===== src/rtl/mul_writeback_unit_pkg.sv =====
// Shared widths, state encoding and iteration bound for the iterative multiplier
// and its register-file write-back port.
package mul_writeback_unit_pkg;

  localparam int MUL_WIDTH      = 16;
  localparam int MUL_REG_ADDR_W = 3;
  localparam int ITER_LAST      = MUL_WIDTH - 1;

  // Encoding 2'd3 is unused; the FSM sends it back to IDLE.
  typedef enum logic [1:0] {
    IDLE = 2'd0,
    RUN  = 2'd1,
    DONE = 2'd2
  } state_t;

endpackage


===== src/rtl/mul_shift_add_dp.sv =====
// Shift-add datapath: multiplicand, multiplier and 2*WIDTH accumulator plus the
// add/shift step, sequenced by load/step strobes from the controlling FSM.
module mul_shift_add_dp #(
  parameter int WIDTH = 16
) (
  input  logic                 clk,
  input  logic                 reset,
  input  logic                 load_i,
  input  logic                 step_i,
  input  logic [WIDTH-1:0]     op_a_i,
  input  logic [WIDTH-1:0]     op_b_i,
  output logic [2*WIDTH-1:0]   product_next_o
);

  logic [WIDTH-1:0]   mcand_q;
  logic [WIDTH-1:0]   mplier_q;
  logic [2*WIDTH-1:0] acc_q;
  logic [WIDTH:0]     sum;
  logic [2*WIDTH-1:0] acc_step;

  // The carry of the upper-half add becomes the new MSB after the right shift.
  always_comb begin
    sum      = {1'b0, acc_q[2*WIDTH-1:WIDTH]} + ({1'b0, mcand_q} & {(WIDTH+1){mplier_q[0]}});
    acc_step = {sum, acc_q[WIDTH-1:1]};
  end

  assign product_next_o = acc_step;

  always_ff @(posedge clk) begin
    if (reset) begin
      mcand_q  <= '0;
      mplier_q <= '0;
      acc_q    <= '0;
    end else if (load_i) begin
      mcand_q  <= op_a_i;
      mplier_q <= op_b_i;
      acc_q    <= '0;
    end else if (step_i) begin
      mplier_q <= {1'b0, mplier_q[WIDTH-1:1]};
      acc_q    <= acc_step;
    end
  end

endmodule


===== src/rtl/mul_writeback_unit.sv =====
// Iterative 16x16 unsigned multiplier that stalls the pipeline while computing and
// drives the register file's dual write port with the low/high product halves.
module mul_writeback_unit
  import mul_writeback_unit_pkg::*;
#(
  parameter int WIDTH      = MUL_WIDTH,
  parameter int REG_ADDR_W = MUL_REG_ADDR_W
) (
  input  logic                  clk,
  input  logic                  reset,
  input  logic                  start,
  input  logic [WIDTH-1:0]      op_a,
  input  logic [WIDTH-1:0]      op_b,
  input  logic [REG_ADDR_W-1:0] dst_low_in,
  input  logic [REG_ADDR_W-1:0] dst_high_in,
  output logic                  busy,
  output logic                  stall,
  output logic                  done,
  output logic [WIDTH-1:0]      data_to_be_written_low,
  output logic [WIDTH-1:0]      data_to_be_written_high,
  output logic [REG_ADDR_W-1:0] reg_dst_low,
  output logic [REG_ADDR_W-1:0] reg_dst_high,
  output logic                  reg_write_low,
  output logic                  reg_write_high,
  output logic [1:0]            dbg_state_o
);

  // Handshake: start is sampled only in IDLE (a request while busy is dropped, not
  // queued); done and the write enables pulse for exactly the one DONE cycle.
  localparam int              CNT_W    = $clog2(WIDTH);
  localparam logic [CNT_W-1:0] LAST_CNT = CNT_W'(WIDTH - 1);

  state_t                  state_q, state_d;
  logic [CNT_W-1:0]        count_q;
  logic [REG_ADDR_W-1:0]   dst_low_lat_q, dst_high_lat_q;
  logic [WIDTH-1:0]        data_low_q, data_high_q;
  logic [REG_ADDR_W-1:0]   reg_dst_low_q, reg_dst_high_q;
  logic                    load, step;
  logic [2*WIDTH-1:0]      product_next;

  mul_shift_add_dp #(.WIDTH(WIDTH)) u_dp (
    .clk            (clk),
    .reset          (reset),
    .load_i         (load),
    .step_i         (step),
    .op_a_i         (op_a),
    .op_b_i         (op_b),
    .product_next_o (product_next)
  );

  always_comb begin
    state_d = state_q;
    load    = 1'b0;
    step    = 1'b0;
    case (state_q)
      IDLE: begin
        if (start) begin
          load    = 1'b1;
          state_d = RUN;
        end
      end
      RUN: begin
        step = 1'b1;
        if (count_q == LAST_CNT) state_d = DONE;
      end
      DONE:    state_d = IDLE;
      default: state_d = IDLE;
    endcase
  end

  always_ff @(posedge clk) begin
    if (reset) begin
      state_q        <= IDLE;
      count_q        <= '0;
      dst_low_lat_q  <= '0;
      dst_high_lat_q <= '0;
      data_low_q     <= '0;
      data_high_q    <= '0;
      reg_dst_low_q  <= '0;
      reg_dst_high_q <= '0;
    end else begin
      state_q <= state_d;
      if (load) begin
        count_q        <= '0;
        dst_low_lat_q  <= dst_low_in;
        dst_high_lat_q <= dst_high_in;
      end else if (step) begin
        count_q <= count_q + 1'b1;
      end
      // Write-port data and indices change only on entry to DONE and hold afterwards.
      if (step && (state_d == DONE)) begin
        data_low_q     <= product_next[WIDTH-1:0];
        data_high_q    <= product_next[2*WIDTH-1:WIDTH];
        reg_dst_low_q  <= dst_low_lat_q;
        reg_dst_high_q <= dst_high_lat_q;
      end
    end
  end

  assign busy                    = (state_q != IDLE);
  assign stall                   = busy;
  assign done                    = (state_q == DONE);
  assign reg_write_low           = done;
  // Same destination for both halves: the low half wins the write port.
  assign reg_write_high          = done && (reg_dst_high_q != reg_dst_low_q);
  assign data_to_be_written_low  = data_low_q;
  assign data_to_be_written_high = data_high_q;
  assign reg_dst_low             = reg_dst_low_q;
  assign reg_dst_high            = reg_dst_high_q;
  assign dbg_state_o             = state_q;

endmodule


===== config.mk =====
export PLATFORM = sky130hd
export DESIGN_NAME = mul_writeback_unit
export DESIGN_NICKNAME = d
export VERILOG_FILES = /design/src/rtl/mul_writeback_unit_pkg.sv /design/src/rtl/mul_shift_add_dp.sv /design/src/rtl/mul_writeback_unit.sv
export SDC_FILE = /design/constraint.sdc
export NUM_CORES = 1
export LEC_CHECK = 0
export BUFFER_PORTS_ARGS = -buffer_cell sky130_fd_sc_hd__clkbuf_2
export CAP_MARGIN = 20
export CORE_MARGIN = 5
export CORE_UTILIZATION = 35
export CTS_CLUSTER_SIZE = 30
export DETAILED_ROUTE_END_ITERATION = 6
export HOLD_SLACK_MARGIN = 0.1
export PLACE_DENSITY = 0.56
export SLEW_MARGIN = 10
export SYNTH_ARGS = -nofsm -noshare
export SYNTH_HDL_FRONTEND = slang
export SYNTH_SLANG_ARGS = --single-unit

===== constraint.sdc =====
create_clock -name clk -period 5.4 [get_ports clk]
set_input_delay 0.54 -clock clk [delete_from_list [all_inputs] [get_ports clk]]
set_output_delay 0.54 -clock clk [all_outputs]
set_load 0.05 [all_outputs]

; After elaboration in Yosys (flattened, before gate mapping)
; Index checks and enable logic that the tools add are counted.
[op_classes]
n_addsub = 2
eq_ne = 5
muxes = 8
bitwise_logic = 1
n_reduce_logical = 6
[op_table]
columns = operator, n
row1 = $mux W16, 2
row2 = $add A16 B17 Y17, 1
row3 = $and A16 B17 Y17, 1
row4 = $add A4 B1 Y4 const B, 1
row5 = $eq A2 B2 Y1 const B, 2
row6 = $eq A4 B4 Y1 const B, 1
row7 = $mux W2, 2
row8 = $pmux W2 S2, 1
row9 = $reduce_bool A2 Y1, 2
row10 = $mux W1, 3
row11 = $ne A3 B3 Y1, 1
row12 = $eq A2 B1 Y1 const B, 1
row13 = $logic_and A1 B1 Y1, 2
row14 = $logic_not A2 Y1, 1
row15 = $reduce_or A2 Y1, 1
[word_totals]
ff_bits = 114
inputBits = 41
out_inout_bits = 45
wordCells = 33

; Logic depth before layout (Yosys ltp)
; Gate-level depths: netlist of run 1.
[logic_depth]
word_depth = 5
ltp_mapped = 10
depth_no_buf = 9

; Hierarchy
; Synthesis of run 1 repeated with hierarchy kept, for this count alone.
[unflattened]
cells_unflattened = 615
hier_area_um2 = 5680.4
[modules_own_cells]
columns = module, instances, cells_per_inst, area_each_um2, seq_area_each_um2
row1 = mul_shift_add_dp, 1, 397, 3435.8, 1261.2
row2 = mul_writeback_unit, 1, 218, 2244.7, 1001.0

; Worst setup path after synthesis of run 1
; Ideal clock, no wire load.
[synth_path]
path_kind = register -> output
startpoint = register state_q[1], in the netlist dbg_state_o[1]
endpoint = output reg_write_high
arrival_ns = 2.098
required_ns = 4.860
slack_ns = 2.762
path_stages_with_launch = 3
path_cell_list = dfxtp_1 -> nor2b_1 -> o31a_1
[synth_via]
elab_chain_cells = 2
[synth_lines]
columns = element, line_no
row1 = start: declaration, mul_writeback_unit.sv:33  ; state_t state_q, state_d;
row2 = start signal: assignment, mul_writeback_unit.sv:82  ; state_q <= state_d;
row3 = $eq A2 B2 Y1, mul_writeback_unit.sv:102  ; assign done = (state_q == DONE);
row4 = net done, mul_writeback_unit.sv:18  ; output logic done,
row5 = $logic_and A1 B1 Y1, mul_writeback_unit.sv:105  ; assign reg_write_high = done && (reg_dst_high_q != reg_dst_low_q);
row6 = end: declaration, mul_writeback_unit.sv:24  ; output logic reg_write_high,
; The timed path passes the listed nets, and every way through them passes these cells.

; Worst setup path in the final report of run 1
[layout_path]
startpoint = register u_dp.mplier_q[0]
endpoint = register data_high_q[13], in the netlist data_to_be_written_high[13]
[layout_via]
elab_chain_cells = 2
[layout_lines]
columns = element, line_no
row1 = start: declaration, mul_shift_add_dp.sv:16  ; logic [WIDTH-1:0] mplier_q;
row2 = start signal: assignment, mul_shift_add_dp.sv:36  ; mplier_q <= op_b_i;
row3 = start signal: assignment, mul_shift_add_dp.sv:39  ; mplier_q <= {1'b0, mplier_q[WIDTH-1:1]};
row4 = $and A16 B17 Y17, mul_shift_add_dp.sv:23  ; sum = {1'b0, acc_q[2*WIDTH-1:WIDTH]} + ({1'b0, mcand_q} & {(WIDTH+1){mplier_q[0]}});
row5 = $add A16 B17 Y17, mul_shift_add_dp.sv:23
row6 = end signal: assignment, mul_writeback_unit.sv:93  ; data_high_q <= product_next[2*WIDTH-1:WIDTH];
row7 = end: declaration, mul_writeback_unit.sv:36  ; logic [WIDTH-1:0] data_low_q, data_high_q;
; Every way passes these cells.
; A chain may end at the register's enable or synchronous reset.

==> impl_metrics.tcl, run 1 <==
set metrics [dict create \
    outcome "finished, final reports clean" \
    seq_area_frac_synth 0.4517 \
    synth_ff_type "dfxtp_1" \
    max_freq_ghz 0.3617 \
    antenna_found_initial 0 \
    synth_top_area_cell "dfxtp_1" \
    syn_nets 681 \
    yosysWarnings 0 \
    layout-drive-gt1-share 0.1900 \
    critical_path_cell_count 9 \
    dieArea_um2 16800 \
    synth.distinct_cells 48 \
    cpPeakStageDelay_ns 0.67 \
    root_buffer "clkbuf_16" \
    ys_top_cells_by_area "dfxtp_1, nand2_1, a21oi_1" \
    synthArstFlopShare 0 \
    leakagePower_uw 0.002443 \
    gr-total-overflow 0 \
    crit_path_top_delay_cell "dfxtp_1" \
    setup_viol 0 \
    routed_wl_um 12600 \
    dpl_cell_area_um2 5445 \
    cp-end-kind "register" \
    rows 43 \
    hpwlAfterDp_um 8328 \
    cts_setup_buffers 0 \
    critical_path_arrival_ns 3.06 \
    postCtsResizedCells 0 \
    critPathTopFamily "compound AO/OA/AOI/OAI gates" \
    diodes 0 \
    synthCells 622 \
    fin_nets 746 \
    cts_buffer_depth 2 \
    worst_clock_skew_ns 0.01265 \
    firstDrtPassIters 5 \
    start_util 0.3594 \
    rsz0062_at_grt "no" \
    layout.cells.non_filler 880 \
    path_cells "and2_1 -> ha_1 -> fa_1 -> a21oi_1 -> o211ai_1 -> nand3_1 -> a21oi_2 -> nor4_1 -> a311o_1" \
    insertion_delay_ns 0.41 \
    design_area_um2 6127 \
    cts_tree "built" \
    min_period_ns 2.765 \
    grt_max_degree 54 \
    slew_headroom 0.3312 \
    port_buffers 85 \
    finalHoldViolCount 0 \
    cp_max_fo 17 \
    avgSynthCellArea_um2 8.052 \
    die_height_um 129.6 \
    dr.first_iter.drc_count 254 \
    hold_path_end "u_dp.mcand_q[11]$_SDFFE_PP0P_" \
    dp.cells 847 \
    dieWidth_um 129.6 \
    tightest_slew_ns 0.9995 \
    vdd_drop_max_uv 200.2 \
    grt_pass1_wl_um 21080 \
    syn_area_um2 5009 \
    p_per_area_nw_per_um2 364.7 \
    grt_pass1_vias 4509 \
    clock-sinks 113 \
    worstSetupPathType "reg2reg" \
    pin_count 86 \
    ff2ff_path_depth 9 \
    grt_usage 0.1575 \
    yosys_register_bits 113 \
    critPathBufInv 0 \
    drv_slew 0 \
    hold_path.startpoint "op_a[11]" \
    cts_buffers 17 \
    synth-edff-count 0 \
    fin_tns_setup_ns 0 \
    hold_buffers 0 \
    via_per_inst 4.985 \
    utilization 0.4397 \
    r2r_start "u_dp.mplier_q[0]$_SDFFE_PP0P_" \
    clk_pin_slew_worst_paths_ns 0.06 \
    hold_depth 3 \
    htreeDepth 4 \
    area_growth_pct 22.33 \
    cp.required_ns 5.69 \
    start_kind "register" \
    antenna_left 0 \
    finalCritPeriodShare 0.5120 \
    vias 4387 \
    hold_class "in2reg" \
    yosysTopAreaCellShare 0.4517 \
    cap_violations 0 \
    drc 0 \
    avgRoutedWirePerCell_um 14.32 \
    core-area_um2 13930 \
    r2r_slack_ns 2.64 \
    routabilityCongestion 0.8047 \
    rr_endpoint "data_to_be_written_high[13]$_SDFFE_PP0P_" \
]
==> how the worst max path moves through the flow <==
| stage | slack [ns] | to | from |
|---|---|---|---|
| 2_1_floorplan | 2.76 | reg_write_high | dbg_state_o[1]$_SDFF_PP0_ |
| 3_3_place_gp | 2.76 | data_to_be_written_high[13]$_SDFFE_PP0P_ | u_dp.mplier_q[0]$_SDFFE_PP0P_ |
| 3_5_place_dp | 2.62 | data_to_be_written_high[13]$_SDFFE_PP0P_ | u_dp.mplier_q[0]$_SDFFE_PP0P_ |
| 4_1_cts | 2.61 | data_to_be_written_high[13]$_SDFFE_PP0P_ | u_dp.mplier_q[0]$_SDFFE_PP0P_ |
| 5_1_grt | 2.33 | data_to_be_written_high[13]$_SDFFE_PP0P_ | u_dp.mplier_q[0]$_SDFFE_PP0P_ |
| 6_report | 2.64 | data_to_be_written_high[13]$_SDFFE_PP0P_ | u_dp.mplier_q[0]$_SDFFE_PP0P_ |
==> Yosys cell counts, types with 3 or more instances <==
cell	n
a211oi_1	5
a21o_1	5
a21oi_1	110
a22oi_1	15
a31oi_1	3
and2_1	16
and3_2	3
buf_2	5
buf_4	3
clkbuf_1	27
clkbuf_8	6
dfxtp_1	113
ha_1	17
inv_1	3
nand2_1	186
nand3_1	8
nand3b_1	6
nand4_1	3
nor2_1	15
nor3_1	9
nor4_1	4
o211ai_1	5
o21ai_0	7
o31ai_1	3
xnor2_1	8
xor2_1	7
==> layout by cell type (no fill, tap or decap), types with 8 or more instances in the layout <==
cell type and count:
nand3_1 8, clkbuf_2 85, nor3_1 9, and2_1 17, xnor2_1 8, clkbuf_16 17, a22oi_1 15, nor2_1 14
dfxtp_1 113, nand2_1 186, a21oi_1 110, ha_1 17
==> registers in the layout (all words and copies together), names as in the netlist <==
signal / cells
reg_dst_high: 3
u_dp.acc_q: 31
dbg_state_o: 2
u_dp.mplier_q: 16
count_q: 4
data_to_be_written_high: 16
data_to_be_written_low: 16
dst_high_lat_q: 3
dst_low_lat_q: 3
reg_dst_low: 3
u_dp.mcand_q: 16
==> through the flow <==
stage / hold WS (ns) / power, µW / setup WS, ns
after floorplan: 0.4317 / 978.7 / 2.762
after global placement: 0.4392 / 1012 / 2.756
after detailed placement: 0.4430 / 1016 / 2.624
after CTS: 0.3277 / 2260 / 2.615
after global routing: 0.3394 / 2316 / 2.326
final: 0.3482 / 2234 / 2.635
==> worst register-to-register path, delay by kind of cell, from the launching register on <==
family | cells | cell delay (ns)
and+or+nand+nor | 3 | 0.53
adders and majority gates | 2 | 0.44
AOI/OAI and AO/OA | 4 | 1.02
DFF | 1 | 0.67
==> area by class of cell <==
class                      instances  area (µm²)
multi-input combinational        461        2484
inverter                           3       11.26
fill                            1394        7807
clock buffer                      22       474.2
tap                              180       225.2
clock inverter                    10       180.2
timing repair buffer              91       490.5
sequential                       113        2262
==> where the power goes <==
part | switching, µW | leakage (µW) | internal, µW | total [µW]
combinational | 85.4 | 0.00121 | 42.5 | 128
clock | 383 | 0.000316 | 852 | 1240
sequential | 14.8 | 0.000917 | 856 | 871
total | 483 | 0.00244 | 1750 | 2230
==> cell families after synthesis <==
logic type	synth area share
and+or+nand+nor	0.2261
buffers and inverters	0.05446
DFF	0.4517
xor gates and xnor gates	0.02623
muxes	0.003997
AOI/OAI and AO/OA	0.1911
adders and majority gates	0.04646
==> per-layer routing <==
| layer | share of wire | vias up | global-route usage |
|---|---|---|---|
| met5 | 0 | - | 0 |
| met4 | 0.0040 | 0 | 0.05501 |
| met3 | 0.048 | 4 | 0.05153 |
| met2 | 0.48 | 81 | 0.2590 |
| met1 | 0.47 | 2055 | 0.1939 |
| li1 | - | 2247 | - |
Note: power is estimated with default switching activity, not from simulation.
==> run 2: changes to the inputs <==
--- a/config.mk
+++ b/config.mk
@@ -12,7 +12,7 @@
 export CTS_CLUSTER_SIZE = 30
 export DETAILED_ROUTE_END_ITERATION = 6
 export HOLD_SLACK_MARGIN = 0.1
-export PLACE_DENSITY = 0.56
+export PLACE_DENSITY = 0.58
 export SLEW_MARGIN = 10
 export SYNTH_ARGS = -nofsm -noshare
 export SYNTH_HDL_FRONTEND = slang
==> constraint.sdc (replaced) <==
create_clock -name clk -period 2.3 [get_ports clk]
set_input_delay 0.23 -clock clk [delete_from_list [all_inputs] [get_ports clk]]
set_output_delay 0.23 -clock clk [all_outputs]
set_load 0.05 [all_outputs]
==> impl_metrics.tcl, run 2 (same netlist as run 1, synthesis figures left out) <==
set metrics [dict create \
    hold_path_end "u_dp.mplier_q[2]$_SDFFE_PP0P_" \
    vias 4680 \
    p_switching_uw 1126 \
    root_buffer "clkbuf_16" \
    p_per_area_nw_per_um2 776.9 \
    drv_slew 0 \
    cts_tree "built" \
    routed_wl_um 13010 \
    r2r_start "u_dp.mplier_q[0]$_SDFFE_PP0P_" \
    dieArea_um2 16800 \
    routabilityCongestion 0.9215 \
    start_util 0.3594 \
    pin_count 86 \
    drc 0 \
    critPathTopFamily "compound AO/OA/AOI/OAI gates" \
    diodes 0 \
    cpPeakStageDelay_ns 0.37 \
    critical_path_arrival_ns 2.63 \
    leakagePower_uw 0.002737 \
    path_cells "buf_4 -> and2_4 -> ha_4 -> a21o_4 -> a221o_1 -> a21oi_2 -> o21ai_2 -> or3_4 -> a31oi_4" \
    top_usage_layer "met2" \
    rsz0062_at_grt "yes" \
    min_period_ns 2.295 \
    largest_register_ff_count 31 \
    layout_common_cells "nand2_1, dfxtp_1, a21oi_1, clkbuf_2, buf_4" \
    insertion_delay_ns 0.41 \
    dpl_cell_area_um2 5638 \
    rows 43 \
    dr.first_iter.drc_count 189 \
    start_kind "register" \
    cts_buffer_depth 2 \
    finalCritPeriodShare 0.9979 \
    r2r_slack_ns 0.005 \
    p_sw_frac 0.2108 \
    antenna_left 0 \
    groute.layer.met3.usage 0.05359 \
    die_height_um 129.6 \
    hold_ws_ns 0.1092 \
    layout-drive-gt1-share 0.2632 \
    internal_power_uw 4217 \
    design_area_um2 6878 \
    clock-sinks 113 \
    outcome "finished, final reports clean" \
    via_per_inst 4.979 \
    avgRoutedWirePerCell_um 13.84 \
    layout.cells.non_filler 940 \
    worst_clock_skew_ns 0.01226 \
    max_freq_ghz 0.4357 \
    cts_buffers 17 \
    port_buffers 85 \
    cp.required_ns 2.64 \
    clk_pin_slew_worst_paths_ns 0.05 \
    grt_util_met1 0.1933 \
    crit_path_top_delay_cell "dfxtp_4" \
    setup_viol 0 \
    area_growth_pct 37.32 \
    hold_class "in2reg" \
    dp.cells 872 \
    hpwlAfterDp_um 8790 \
    cp-end-kind "register" \
    ff2ff_path_depth 9 \
    cap_violations 0 \
    gr-total-overflow 0 \
    vdd_drop_max_uv 482.9 \
    slew_headroom 0.3674 \
    p_comb_frac 0.068 \
    grt_usage 0.1606 \
    hold_depth 3 \
    core-area_um2 13930 \
    hold_path.startpoint "op_b[2]" \
    mostFrequentLayoutCell "nand2_1" \
    grt_pass1_vias 4597 \
    critPathBufInv 1 \
    htreeDepth 4 \
    tightest_slew_ns 0.9454 \
    rr_endpoint "u_dp.acc_q[30]$_SDFFE_PP0P_" \
    antenna_found_initial 0 \
    worstSetupPathType "reg2reg" \
    cp_max_fo 6 \
    finalHoldViolCount 0 \
    dieWidth_um 129.6 \
    power.share.clock 0.550 \
    grtUsageMet2 0.2663 \
    firstDrtPassIters 4 \
    registers.top_by_ff_count "u_dp.acc_q" \
    grt_max_degree 50 \
    grt_pass1_wl_um 21670 \
    seqPwrFrac 0.383 \
    utilization 0.4936 \
    fin_tns_setup_ns 0 \
    fin_nets 806 \
]
[run 2: area by class of cell]
| type | count | area [µm²] |
|---|---|---|
| clock buffer | 23 | 498.0 |
| clock inverter | 9 | 175.2 |
| fill | 1347 | 7057 |
| inverter | 3 | 11.26 |
| multi-input combinational | 461 | 2705 |
| sequential | 113 | 2266 |
| tap | 180 | 225.2 |
| timing repair buffer | 151 | 997.2 |
[run 2: how the worst max path moves through the flow]
stage	from	endpoint	cells after the start
after floorplan	u_dp.mplier_q[0]$_SDFFE_PP0P_	data_to_be_written_high[13]$_SDFFE_PP0P_	10
after global placement	u_dp.mplier_q[0]$_SDFFE_PP0P_	data_to_be_written_high[13]$_SDFFE_PP0P_	9
after detailed placement	u_dp.mplier_q[0]$_SDFFE_PP0P_	data_to_be_written_high[13]$_SDFFE_PP0P_	9
after CTS	u_dp.mplier_q[0]$_SDFFE_PP0P_	data_to_be_written_high[10]$_SDFFE_PP0P_	9
after global routing	u_dp.mplier_q[0]$_SDFFE_PP0P_	data_to_be_written_high[13]$_SDFFE_PP0P_	9
final	u_dp.mplier_q[0]$_SDFFE_PP0P_	u_dp.acc_q[30]$_SDFFE_PP0P_	9
[run 2: what timing repair did]
action                     CTS  global route
pin swaps                    8            21
hold endpoints to repair    27             0
buffers inserted             6             4
gates cloned                 0             0
gates resized for setup     12            29
setup endpoints to repair   11            19
hold buffers                26             0
[run 2: metal layers]
metal | wire length, µm | up-vias
met4 | 263 | 0
met1 | 5659 | 2169
met2 | 6376 | 120
met3 | 708 | 22
met5 | 0 | -
li1 | - | 2369
[run 2: tightest hold or removal path, cell delays in order]
cell and delay [ns]:
clkbuf_2 0.08, a22oi_1 0.06, a21oi_1 0.11
[run 2: through the flow]
step | power (µW) | setup slack, ns
after floorplan | 2299 | 0.004837
after global placement | 2390 | -0.05226
after detailed placement | 2401 | -0.1814
after CTS | 5406 | -0.007579
after global routing | 5559 | -0.07266
final | 5343 | 0.004875
[run 2: power by group through the flow]
stage / Sequential [µW] / Clock, µW / Combinational [µW]
after floorplan: 2080 / 0 / 221
after global placement: 2080 / 0 / 307
after detailed placement: 2090 / 0 / 315
after CTS: 2040 / 3010 / 355
after global routing: 2050 / 3100 / 405
final: 2050 / 2940 / 361
